## src/rtl/mem_port_arbiter_pkg.sv

```systemverilog
// Shared types for the memory-port arbiter: memory word/address types,
// arbiter FSM states and requester identifiers.
package mem_port_arbiter_pkg;

  typedef logic [13:0] mem_addr_t;
  typedef logic [15:0] mem_data_t;

  typedef enum logic [1:0] {
    ARB_IDLE = 2'd0,
    ARB_BUSY = 2'd1,
    ARB_RESP = 2'd2
  } arb_state_e;

  typedef enum logic {
    REQ_FETCH = 1'b0,
    REQ_DATA  = 1'b1
  } arb_src_e;

  // Width of the BUSY-cycle counter; covers the full legal TIMEOUT range.
  localparam int unsigned TMO_CNT_W = 8;

endpackage

```

## src/rtl/mem_port_arbiter.sv

```systemverilog
// Shares the single memory port between instruction fetch (read-only) and
// data load/store. One transaction in flight at a time, round-robin on
// contention, and a watchdog that aborts a transaction lacking mem_resp.
module mem_port_arbiter
  import mem_port_arbiter_pkg::*;
#(
  parameter int unsigned ADDR_W  = 14,
  parameter int unsigned DATA_W  = 16,
  parameter int unsigned TIMEOUT = 64
) (
  input  logic              clk,
  input  logic              reset_n,
  input  logic              fetch_req,
  input  logic [ADDR_W-1:0] fetch_addr,
  output logic              fetch_gnt,
  output logic              fetch_valid,
  output logic [DATA_W-1:0] fetch_rdata,
  input  logic              data_req,
  input  logic              data_we,
  input  logic [ADDR_W-1:0] data_addr,
  input  logic [DATA_W-1:0] data_wdata,
  output logic              data_gnt,
  output logic              data_valid,
  output logic [DATA_W-1:0] data_rdata,
  output logic              err,
  output logic              cs,
  output logic              read_req,
  output logic              write_req,
  output logic [ADDR_W-1:0] addrout,
  output logic [DATA_W-1:0] datatomem,
  input  logic [DATA_W-1:0] datafrommem,
  input  logic              mem_resp
);

  // Last BUSY cycle index before the watchdog fires.
  localparam logic [TMO_CNT_W-1:0] TMO_LAST = TMO_CNT_W'(TIMEOUT - 1);

  arb_state_e             state;
  arb_src_e               rr_ptr;
  arb_src_e               owner;
  logic                   owner_we;
  logic [TMO_CNT_W-1:0]   tmo_cnt;

  logic                   any_req;
  arb_src_e               winner;
  logic                   busy_done;

  // Pick the requester to grant: the lone requester, or on a tie the one
  // that was not granted last time.
  always_comb begin
    any_req = fetch_req | data_req;
    if (fetch_req && data_req) begin
      winner = (rr_ptr == REQ_FETCH) ? REQ_DATA : REQ_FETCH;
    end else if (fetch_req) begin
      winner = REQ_FETCH;
    end else begin
      winner = REQ_DATA;
    end
    busy_done = mem_resp | (tmo_cnt == TMO_LAST);
  end

  // Arbiter FSM with registered grant, memory strobes and completion outputs.
  always_ff @(posedge clk) begin
    if (!reset_n) begin
      state       <= ARB_IDLE;
      rr_ptr      <= REQ_DATA;
      owner       <= REQ_FETCH;
      owner_we    <= 1'b0;
      tmo_cnt     <= '0;
      fetch_gnt   <= 1'b0;
      fetch_valid <= 1'b0;
      fetch_rdata <= '0;
      data_gnt    <= 1'b0;
      data_valid  <= 1'b0;
      data_rdata  <= '0;
      err         <= 1'b0;
      cs          <= 1'b0;
      read_req    <= 1'b0;
      write_req   <= 1'b0;
      addrout     <= '0;
      datatomem   <= '0;
    end else begin
      // Pulse outputs default low; only the transitions below raise them.
      fetch_gnt   <= 1'b0;
      data_gnt    <= 1'b0;
      fetch_valid <= 1'b0;
      data_valid  <= 1'b0;
      err         <= 1'b0;
      case (state)
        ARB_IDLE: begin
          if (any_req) begin
            state   <= ARB_BUSY;
            owner   <= winner;
            rr_ptr  <= winner;
            tmo_cnt <= '0;
            cs      <= 1'b1;
            if (winner == REQ_FETCH) begin
              fetch_gnt <= 1'b1;
              owner_we  <= 1'b0;
              read_req  <= 1'b1;
              write_req <= 1'b0;
              addrout   <= fetch_addr;
              datatomem <= '0;
            end else begin
              data_gnt  <= 1'b1;
              owner_we  <= data_we;
              read_req  <= ~data_we;
              write_req <= data_we;
              addrout   <= data_addr;
              datatomem <= data_we ? data_wdata : '0;
            end
          end else begin
            state <= ARB_IDLE;
          end
        end
        ARB_BUSY: begin
          if (busy_done) begin
            // A response arriving on the watchdog cycle still counts as success.
            state     <= ARB_RESP;
            cs        <= 1'b0;
            read_req  <= 1'b0;
            write_req <= 1'b0;
            addrout   <= '0;
            datatomem <= '0;
            err       <= ~mem_resp;
            if (owner == REQ_FETCH) begin
              fetch_valid <= 1'b1;
              fetch_rdata <= mem_resp ? datafrommem : '0;
            end else begin
              data_valid <= 1'b1;
              data_rdata <= (mem_resp && !owner_we) ? datafrommem : '0;
            end
          end else begin
            tmo_cnt <= tmo_cnt + TMO_CNT_W'(1);
          end
        end
        ARB_RESP: begin
          state <= ARB_IDLE;
        end
        default: begin
          state <= ARB_IDLE;
        end
      endcase
    end
  end

endmodule

```

## config.mk

```make
export PLATFORM = sky130hd
export DESIGN_NAME = mem_port_arbiter
export DESIGN_NICKNAME = d
export VERILOG_FILES = /design/src/rtl/mem_port_arbiter_pkg.sv /design/src/rtl/mem_port_arbiter.sv
export SDC_FILE = /design/constraint.sdc
export NUM_CORES = 1
export LEC_CHECK = 0
export ABC_AREA = 1
export CAP_MARGIN = 20
export CORE_UTILIZATION = 40
export DETAILED_ROUTE_END_ITERATION = 8
export PLACE_DENSITY_LB_ADDON = 0.25
export SLEW_MARGIN = 20
export SYNTH_ARGS = -nofsm -noshare
export SYNTH_HDL_FRONTEND = slang
export SYNTH_SLANG_ARGS = --single-unit
```

## constraint.sdc

```tcl
create_clock -name clk -period 1.4 [get_ports clk]
set_input_delay 0.21 -clock clk [delete_from_list [all_inputs] [get_ports clk]]
set_output_delay 0.21 -clock clk [all_outputs]
set_load 0.02 [all_outputs]
```

[After elaboration in Yosys (flattened, before gate mapping)]
Index checks and enable logic that the tools add are counted.
Operators by class
  mux-type cells: 33
  $add $sub $neg: 1
  eq/ne operators: 5
  bitwise logic cells: 5
  reductions and logical operators: 12
Operators by type and width (number)
  16-bit two-way mux: 6
  14-bit two-way mux: 3
  16-bit one-hot mux with 2 select lines: 1
  14-bit one-hot mux with 2 select lines: 1
  3-bit AND reduction: 6
  8-bit two-way mux: 2
  8-bit one-hot mux with 2 select lines: 1
  1-bit two-way mux: 14
  8-bit by 1-bit adder with 8-bit output (second input constant): 1
  8-bit by 6-bit == test with 1-bit output (second input constant): 1
  2-bit != test (second input constant): 3
  1-bit one-hot mux with 2 select lines: 3
  2-bit one-hot mux with 2 select lines: 1
  1-bit NOT: 3
  2-bit by 1-bit == test with 1-bit output (second input constant): 1
  1-bit logical AND: 2
  2-bit logical NOT: 1
  2-bit two-way mux: 1
  1-bit bitwise OR: 2
  2-bit AND reduction: 1
  2-bit nonzero test: 1
  1-bit logical NOT: 1
Word-level totals
  bits in registers: 83
  bits of input ports: 66
  word-level logic and storage cells: 73
  output and inout port bits: 70

[Logic depth before layout (Yosys ltp)]
Gate-level depths: netlist of run 1.
  depth after elaboration: 5
  depth in mapped cells: 10
  depth with buffers taken out: 9

[Least setup slack after synthesis of run 1]
Ideal clock, no wire load.
  path kind: register to register
  from: reg tmo_cnt[0]
  to: reg addrout[0]
  data required time: 1.285 ns
  cell stages (with the launch flop): 10
  slack: -0.055 ns
  path buffers: 1
  arrival: 1.340 ns
  library setup time: 0.115 ns
  cell sequence: dfxtp_1 > ha_1 > nand2_2 > nor2_2 > nand3_2 > nand2_4 > nand2_4 > buf_2 > a21oi_1 > nor2_1
Between the ends
  longest elaborated chain between the ends: 4
Ends and longest elaborated chain
  from (decl): line mem_port_arbiter.sv:42  | logic [TMO_CNT_W-1:0] tmo_cnt;
  from (signal assigned): line mem_port_arbiter.sv:134  | tmo_cnt <= tmo_cnt + TMO_CNT_W'(1);
  8-bit by 6-bit == test with 1-bit output: line mem_port_arbiter.sv:59  | busy_done = mem_resp | (tmo_cnt == TMO_LAST);
  1-bit bitwise OR: line mem_port_arbiter.sv:59
  2-bit != test (no source line)
  3-bit AND reduction (no source line)
  to (signal assigned): line mem_port_arbiter.sv:102  | addrout <= fetch_addr;
  to (signal assigned): line mem_port_arbiter.sv:109  | addrout <= data_addr;
  to (decl): line mem_port_arbiter.sv:29  | output logic [ADDR_W-1:0] addrout,
No other way between the ends.
A chain may end at the register's enable or synchronous reset.

[Worst setup path in the final report of run 1]
  from: reg tmo_cnt[1]
  to: reg fetch_rdata[5]
Between the ends
  longest elaborated chain between the ends: 3
Ends and longest elaborated chain
  8-bit by 6-bit == test with 1-bit output: line mem_port_arbiter.sv:59
  1-bit bitwise OR: line mem_port_arbiter.sv:59
  3-bit AND reduction (no source line)
  to (signal assigned): line mem_port_arbiter.sv:128  | fetch_rdata <= mem_resp ? datafrommem : '0;
  to (decl): line mem_port_arbiter.sv:17  | output logic [DATA_W-1:0] fetch_rdata,
No other way between the ends.

==> qor_table.md, run 1 <==
| Result | Value | Unit |
|---|---|---|
| Outcome | finished with violations | - |
| Violated checks | negative setup slack | - |
| Max-capacitance violation count | 0 | - |
| Via density | 4.79 | - |
| Placeable core region | 0.00977 | mm² |
| Final worst path period need | 1590 | ps |
| Setup slack of the critical path after layout | -194 | ps |
| Fin nets | 869 | - |
| Maximum number of pins on one net before global-route repair | 60 | - |
| Max-slew violation count | 0 | - |
| Remaining global-route overflow | 0 | - |
| RSZ-0062 raised after global routing | yes | - |
| CTS tree | done | - |
| Routed len/inst | 13.2 | µm |
| Detailed Route Iter0 Violations | 164 | - |
| Register area share after synthesis | 41.3 | % |
| Layout filler cell count | 860 | - |
| Floorplan die width | 102 | µm |
| Type of the tightest min-delay check | in -> reg | - |
| Inserted Clock Buffers | 9 | - |
| Gr usage total | 24.2 | % |
| # H-tree levels | 3 | - |
| Initial antenna violation count | 0 | - |
| Site Rows | 36 | - |
| Fraction of layout cells with a size suffix above 1 | 22.9 | % |
| Clock Skews | 8.74 | ps |
| Total power | 6.11 | mW |
| Worst ir drop on vdd | 466 | µV |
| Prevailing post-synth register cell | sky130_fd_sc_hd__dfxtp_1 | - |
| Pwr per Cell Area | 907 | mW/mm² |
| Crit Path Class | reg -> reg | - |
| Clock Path Buffers | 2 | - |
| Number of setup violations in the final report | 77 | - |
| Count of different cell masters after synthesis | 27 | - |
| Remaining routing DRC violations | 0 | - |
| Yosys warns | 0 | - |
| Relative contribution of the clock network to total power | 27.2 | % |
| Combinational share of power | 30.0 | % |
| Overall die area | 0.0105 | mm² |
| Actual slew at the worst max-slew pin | 602 | ps |
| Post-synthesis area per instance | 6.47 | µm² |
| Total of buffers placed on input and output ports | 135 | - |
| Clock transition at path regs | 90 | ps |
| Pleak | 3.27 | nW |
| Post-Route Hold Slack | 316 | ps |
| Leading area contributor after synthesis | sky130_fd_sc_hd__dfxtp_1 | - |
| Clock insertion delay at the later pin of the skew report | 370 | ps |
| Ant. Diodes | 0 | - |
| Vias in the first global route | 4284 | - |
| Number of storage elements in the synthesis netlist | 83 | - |
| Gate Count Post-Synth | 621 | - |
| Sequential Power Share | 42.8 | % |
| Total via count after detailed routing | 4501 | - |
| Critical-path cell list | ha_4 -> nand2_4 -> nor2_4 -> nand3_4 -> nand2_8 -> buf_12 -> buf_8 -> nand4_1 -> nand2_1 -> nor2_1 | - |
| Peak clock frequency supported by timing | 0.627 | GHz |
| Arrival @ worst endpoint | 1860 | ps |
| First-pass GRT wire length | 19700 | µm |
| Overall die height | 102 | µm |
| Slowest cell delay on critical path | 360 | ps |
| Slowest stage cell, crit path | sky130_fd_sc_hd__dfxtp_2 | - |
| Dominant cells by area after synthesis | sky130_fd_sc_hd__dfxtp_1, sky130_fd_sc_hd__nand2_1, sky130_fd_sc_hd__inv_1 | - |
| Post-DP HPWL | 7810 | µm |
| Startpoint Class | flip-flop | - |
| Effective utilization at floorplan | 41.1 | % |
| Cell at the root of the clock tree | sky130_fd_sc_hd__clkbuf_8 | - |
| Num Clock Sinks | 83 | - |
| Syn Std Cell Area | 0.00402 | mm² |
| Relative slew slack | 59.9 | % |
| Most used cells in the layout excluding fill and tap cells | sky130_fd_sc_hd__nand2_1, sky130_fd_sc_hd__inv_1, sky130_fd_sc_hd__dfxtp_1, sky130_fd_sc_hd__dlygate4sd2_1 | - |
| Number of enable flip-flop cells after synthesis | 0 | - |
| Post-synth net total | 688 | - |
| Int Pwr | 4.05 | mW |
| Top Ports | 136 | - |
| Share of flip-flops with an asynchronous set or reset after synthesis | 0 | % |
| Most frequent standard cell in the layout excluding fill and tap cells | sky130_fd_sc_hd__nand2_1 | - |
| Initial DRT Pass Iterations | 4 | - |
| Net switching component of the power | 2.06 | mW |
| Endpoint type of the worst setup path | flip-flop | - |
| Crit share post-route | 114 | % |
| Sw Ratio | 33.7 | % |
| Fin. Hold Viols | 0 | - |
| Fraction of synthesized cell area taken by the top area cell type | 41.3 | % |
| Required @ worst endpoint | 1660 | ps |
| Syn-to-layout area delta | 67.5 | % |
| Largest fanout of any net on the critical path | 8 | - |
| Antenna-violating nets left | 0 | - |
| Sum of routed wire length over all layers | 12400 | µm |
| RD Place Congestion | 0.820 | - |
[synthesized netlist by cell type, types with 2 or more instances]
library cell	n
sky130_fd_sc_hd__nand2_1	174
sky130_fd_sc_hd__inv_1	114
sky130_fd_sc_hd__dfxtp_1	83
sky130_fd_sc_hd__nor2_1	73
sky130_fd_sc_hd__nand3_1	41
sky130_fd_sc_hd__a21oi_1	34
sky130_fd_sc_hd__nand4_1	30
sky130_fd_sc_hd__buf_2	18
sky130_fd_sc_hd__o21ai_0	15
sky130_fd_sc_hd__clkbuf_1	9
sky130_fd_sc_hd__o22ai_1	5
sky130_fd_sc_hd__buf_1	4
sky130_fd_sc_hd__buf_6	2
sky130_fd_sc_hd__inv_2	2
sky130_fd_sc_hd__nand2_4	2
sky130_fd_sc_hd__nand3_2	2
sky130_fd_sc_hd__nand3_4	2
sky130_fd_sc_hd__o21bai_1	2
[metrics by stage]
stage | instance area [µm²] | setup slack (ps) | util (%) | instances | setup TNS (ps)
finish | 6730 | -194 | 68.9 | 940 | -9200
global placement | 5750 | -405 | 58.8 | 896 | -16050
global route | 6730 | -277 | 68.9 | 940 | -15280
CTS | 6490 | -138 | 66.4 | 936 | -5200
detailed placement | 5750 | -545 | 58.8 | 896 | -18090
floorplan | 4060 | -7.13 | - | 621 | -7.13
[state kept, by name, indices dropped and copies added, names as in the netlist]
signal       cells
fetch_valid      1
cs               1
owner            1
fetch_gnt        1
state            2
data_valid       1
err              1
write_req        1
fetch_rdata     16
rr_ptr           1
data_gnt         1
datatomem       16
addrout         14
read_req         1
data_rdata      16
owner_we         1
tmo_cnt          8
[critical path, delay by kind of cell, from the launching register on]
kind	cells	cell delay (ps)
buffers and inverters	2	270
and+or+nand+nor	7	720
adders and majority gates	1	150
DFF	1	360
[metal layers]
layer  GRT usage (%)  part of all wire, %  up-vias
met5               0                    0        -
met4            9.67                  1.9        0
met1            29.3                   41     2049
met2            42.4                   50      157
li1                -                    -     2273
met3            4.17                  6.7       22
[kinds of logic (layout without fill, tap and decap cells)]
group / after synthesis / count (layout) / share of synthesized area, %
AOI/OAI and AO/OA: 57 / 57 / 7.53
DFF: 83 / 83 / 41.3
adders and majority gates: 1 / 1 / 0.311
and+or+nand+nor: 329 / 335 / 35.7
buffers and inverters: 151 / 331 / 15.1
[path summary, 6_finish.rpt]
kind | startpoint | to | slack [ps] | cells past startpoint
worst min-delay path | reset_n | owner_we | 320 | 5
worst min register to register | datatomem[7] | datatomem[7] | 470 | 2
worst max register to register | tmo_cnt[1] | fetch_rdata[5] | -190 | 10
worst max-delay path | tmo_cnt[1] | fetch_rdata[5] | -190 | 10
[timing repair]
item	in CTS	in global routing
gates resized for setup	150	57
gates cloned	12	0
pin swaps	19	22
endpoints found under the setup margin	148	80
hold buffers	0	0
buffers inserted	12	6
[power by group through the flow]
| stage | registers, mW | clock network [mW] | logic (mW) |
|---|---|---|---|
| after CTS | 2.61 | 1.69 | 1.72 |
| after detailed placement | 2.66 | 0 | 1.50 |
| after global placement | 2.65 | 0 | 1.49 |
| after global routing | 2.63 | 1.78 | 1.99 |
| final | 2.61 | 1.66 | 1.83 |
| after floorplan | 2.80 | 0 | 0.666 |
[final cells by class]
cell class | instances | area [µm²] | share of cell area (%)
repair buffers | 198 | 1980 | 29.5
well taps | 133 | 166 | 2.47
inverters | 117 | 440 | 6.54
clock buffers | 10 | 138 | 2.04
flip-flops and latches | 83 | 1670 | 24.7
multi-input cells | 393 | 2290 | 34.0
clock inverters | 6 | 48.8 | 0.725
Power figures use the tool's default switching activity.
==> inputs of run 2 (changes only) <==
--- a/config.mk
+++ b/config.mk
@@ -10,5 +10,5 @@
 export CORE_UTILIZATION = 40
+export CTS_BUF_LIST = sky130_fd_sc_hd__clkbuf_16
 export DETAILED_ROUTE_END_ITERATION = 8
 export PLACE_DENSITY_LB_ADDON = 0.25
-export SLEW_MARGIN = 20
 export SYNTH_ARGS = -nofsm -noshare
--- a/constraint.sdc
+++ b/constraint.sdc
@@ -3,2 +3,2 @@
 set_output_delay 0.21 -clock clk [all_outputs]
-set_load 0.02 [all_outputs]
+set_load 0.01 [all_outputs]
==> run 2 against run 1 <==
  * The run still ends with negative setup slack left
  * Core utilization down 1.5 points
  * Die area unchanged
  * Cell count down 0.96%
  * Flip-flop and latch count unchanged
  * First-iteration DRC count down 7.9%
  * Non-clock buffer count down 7
  * Total power up 6.0%
  * Final area down 2.2%
  * Worst hold slack better by 5.4 ps
  * Largest cell class unchanged
  * Highest routed layer unchanged
==> qor_table.md, run 2 (synthesis results as in run 1) <==
| Result | Value | Unit | vs previous |
|---|---|---|---|
| Outcome | finished with violations | - | unchanged |
| Violated checks | negative setup slack | - | unchanged |
| Effective utilization at floorplan | 41.1 | % | unchanged |
| Routed len/inst | 12.7 | µm | was 13.2 µm |
| Max-slew violation count | 0 | - | unchanged |
| First-pass GRT wire length | 18500 | µm | was 19700 µm |
| Post-DP HPWL | 7810 | µm | unchanged |
| Clock insertion delay at the later pin of the skew report | 340 | ps | was 370 ps |
| Arrival @ worst endpoint | 1780 | ps | was 1860 ps |
| Most used cells in the layout excluding fill and tap cells | sky130_fd_sc_hd__nand2_1, sky130_fd_sc_hd__inv_1, sky130_fd_sc_hd__dfxtp_1, sky130_fd_sc_hd__dlygate4sd2_1, sky130_fd_sc_hd__nor2_1 | - | was sky130_fd_sc_hd__nand2_1, sky130_fd_sc_hd__inv_1, sky130_fd_sc_hd__dfxtp_1, sky130_fd_sc_hd__dlygate4sd2_1 |
| Remaining global-route overflow | 0 | - | unchanged |
| Startpoint Class | flip-flop | - | unchanged |
| Cell at the root of the clock tree | sky130_fd_sc_hd__clkbuf_16 | - | was sky130_fd_sc_hd__clkbuf_8 |
| Type of the tightest min-delay check | in -> reg | - | unchanged |
| Number of stages on the worst hold path | 5 | - | unchanged |
| RD Place Congestion | 0.820 | - | unchanged |
| Crit Path Class | reg -> reg | - | unchanged |
| Clock transition at path regs | 70 | ps | was 90 ps |
| Maximum number of pins on one net before global-route repair | 60 | - | unchanged |
| Clock Skews | 6.51 | ps | was 8.74 ps |
| Peak clock frequency supported by timing | 0.650 | GHz | was 0.627 GHz |
| Sum of routed wire length over all layers | 11900 | µm | was 12400 µm |
| Remaining routing DRC violations | 0 | - | unchanged |
| Antenna-violating nets left | 0 | - | unchanged |
| Endpoint type of the worst setup path | flip-flop | - | unchanged |
| R2r setup slk | -140 | ps | was -190 ps |
| Setup slack of the critical path after layout | -138 | ps | was -194 ps |
| Initial antenna violation count | 0 | - | unchanged |
| Via density | 4.76 | - | was 4.79 |
| Endpoint of the most critical register-to-register path | fetch_rdata[5] | - | unchanged |
| Most frequent standard cell in the layout excluding fill and tap cells | sky130_fd_sc_hd__nand2_1 | - | unchanged |
| Hold path startpoint | reset_n | - | unchanged |
| Overall die area | 0.0105 | mm² | unchanged |
| Fraction of layout cells with a size suffix above 1 | 18.5 | % | was 22.9% |
| Fin nets | 860 | - | was 869 |
| Post-Route Hold Slack | 322 | ps | was 316 ps |
| Floorplan die width | 102 | µm | unchanged |
| Top Ports | 136 | - | unchanged |
| CTS tree | done | - | unchanged |
| Gr usage total | 22.7 | % | was 24.2% |
| Actual slew at the worst max-slew pin | 617 | ps | was 602 ps |
| Total power | 6.47 | mW | was 6.11 mW |
| Initial DRT Pass Iterations | 5 | - | was 4 |
| RSZ-0062 raised after global routing | yes | - | unchanged |
| Num Clock Sinks | 83 | - | unchanged |
| Placeable core region | 0.00977 | mm² | unchanged |
| Crit share post-route | 110 | % | was 114% |
| Inserted Clock Buffers | 9 | - | unchanged |
| Total of buffers placed on input and output ports | 135 | - | unchanged |
| Clock Path Buffers | 2 | - | unchanged |
| Site Rows | 36 | - | unchanged |
| Max-capacitance violation count | 0 | - | unchanged |
| Overall die height | 102 | µm | unchanged |
| Critical R2R Launch | tmo_cnt[0] | - | was tmo_cnt[1] |
| Number of cell instances on the worst register-to-register path | 10 | - | unchanged |
| Largest registers in the final layout | data_rdata (16), datatomem (16), fetch_rdata (16) | - | unchanged |
| Pwr per Cell Area | 983 | mW/mm² | was 907 mW/mm² |
| Number of setup violations in the final report | 75 | - | was 77 |
| Relative slew slack | 58.9 | % | was 59.9% |
| # H-tree levels | 3 | - | unchanged |
| Fin. Hold Viols | 0 | - | unchanged |
| Ant. Diodes | 0 | - | unchanged |
| Final worst path period need | 1540 | ps | was 1590 ps |
| Detailed Route Iter0 Violations | 151 | - | was 164 |
| Pleak | 3.27 | nW | about the same |
| Largest fanout of any net on the critical path | 8 | - | unchanged |
| Syn-to-layout area delta | 63.8 | % | was 67.5% |
| Required @ worst endpoint | 1640 | ps | was 1660 ps |
| Total via count after detailed routing | 4435 | - | was 4501 |
| CTS Hold Buffers Added | 0 | - | unchanged |
| Layout filler cell count | 888 | - | was 860 |
| Terminating pin of the worst hold path | owner_we | - | unchanged |
| Worst ir drop on vdd | 525 | µV | was 466 µV |
| Vias in the first global route | 4128 | - | was 4284 |
[run 2: how the worst max path moves through the flow]
stage	end	startpoint	slack (ps)	depth (start not counted)
floorplan	data_rdata[7]	tmo_cnt[1]	-7	10
global placement	datatomem[8]	data_req	-400	6
detailed placement	datatomem[8]	fetch_req	-550	6
CTS	fetch_rdata[11]	tmo_cnt[0]	-90	10
global route	addrout[7]	tmo_cnt[0]	-220	10
finish	fetch_rdata[5]	tmo_cnt[0]	-140	10
[run 2: report_power, final]
group          switching, mW  leakage (nW)  internal (mW)  total [mW]
registers             0.0945         0.679           2.52        2.61
clock network           1.03         0.126           1.21        2.24
logic                  0.847          2.46          0.771        1.62
[run 2: critical path: stages (launching register included)]
cell,delay (ps)
sky130_fd_sc_hd__dfxtp_2,350
sky130_fd_sc_hd__ha_4,150
sky130_fd_sc_hd__nand2_4,60
sky130_fd_sc_hd__nor2_4,120
sky130_fd_sc_hd__nand3_4,120
sky130_fd_sc_hd__nand2_8,110
sky130_fd_sc_hd__buf_12,140
sky130_fd_sc_hd__buf_8,120
sky130_fd_sc_hd__nand4_1,140
sky130_fd_sc_hd__nand2_1,100
sky130_fd_sc_hd__nor2_1,40
[run 2: metal layers]
layer | track usage [%] | share of wire, % | up-vias
met3 | 4.31 | 6.2 | 19
met4 | 9.67 | 2.1 | 0
met2 | 39.3 | 49 | 149
li1 | - | - | 2259
met1 | 27.4 | 43 | 2008
met5 | 0 | 0 | -
[run 2: timing repair]
action                                 4_1_cts  5_1_grt
cloned                                       5        4
resized for setup                          113       56
setup endpoints to repair                  146       75
endpoints found under the hold margin        0        0
setup buffers                                7        3
pin swaps                                    9       12
[run 2: layout make-up]
cell class / instances / area (µm²) / share of cell area, %
Sequential cell: 83 / 1670 / 25.3
Tap cell: 133 / 166 / 2.53
Timing Repair Buffer: 191 / 1920 / 29.1
Multi-Input combinational cell: 391 / 2110 / 32.1
Clock buffer: 9 / 225 / 3.42
Inverter: 117 / 445 / 6.77
Clock inverter: 7 / 52.6 / 0.798
[run 2: through the flow]
stage	cell area, µm²	utilization [%]	cells	setup WS [ps]	TNS [ps]
after floorplan	4060	-	621	-7.07	-7.07
after global placement	5750	58.8	896	-405	-16050
after global routing	6580	67.4	931	-220	-10640
after detailed placement	5750	58.8	896	-545	-18090
after CTS	6270	64.2	924	-88.1	-2500
final	6580	67.4	931	-138	-4390
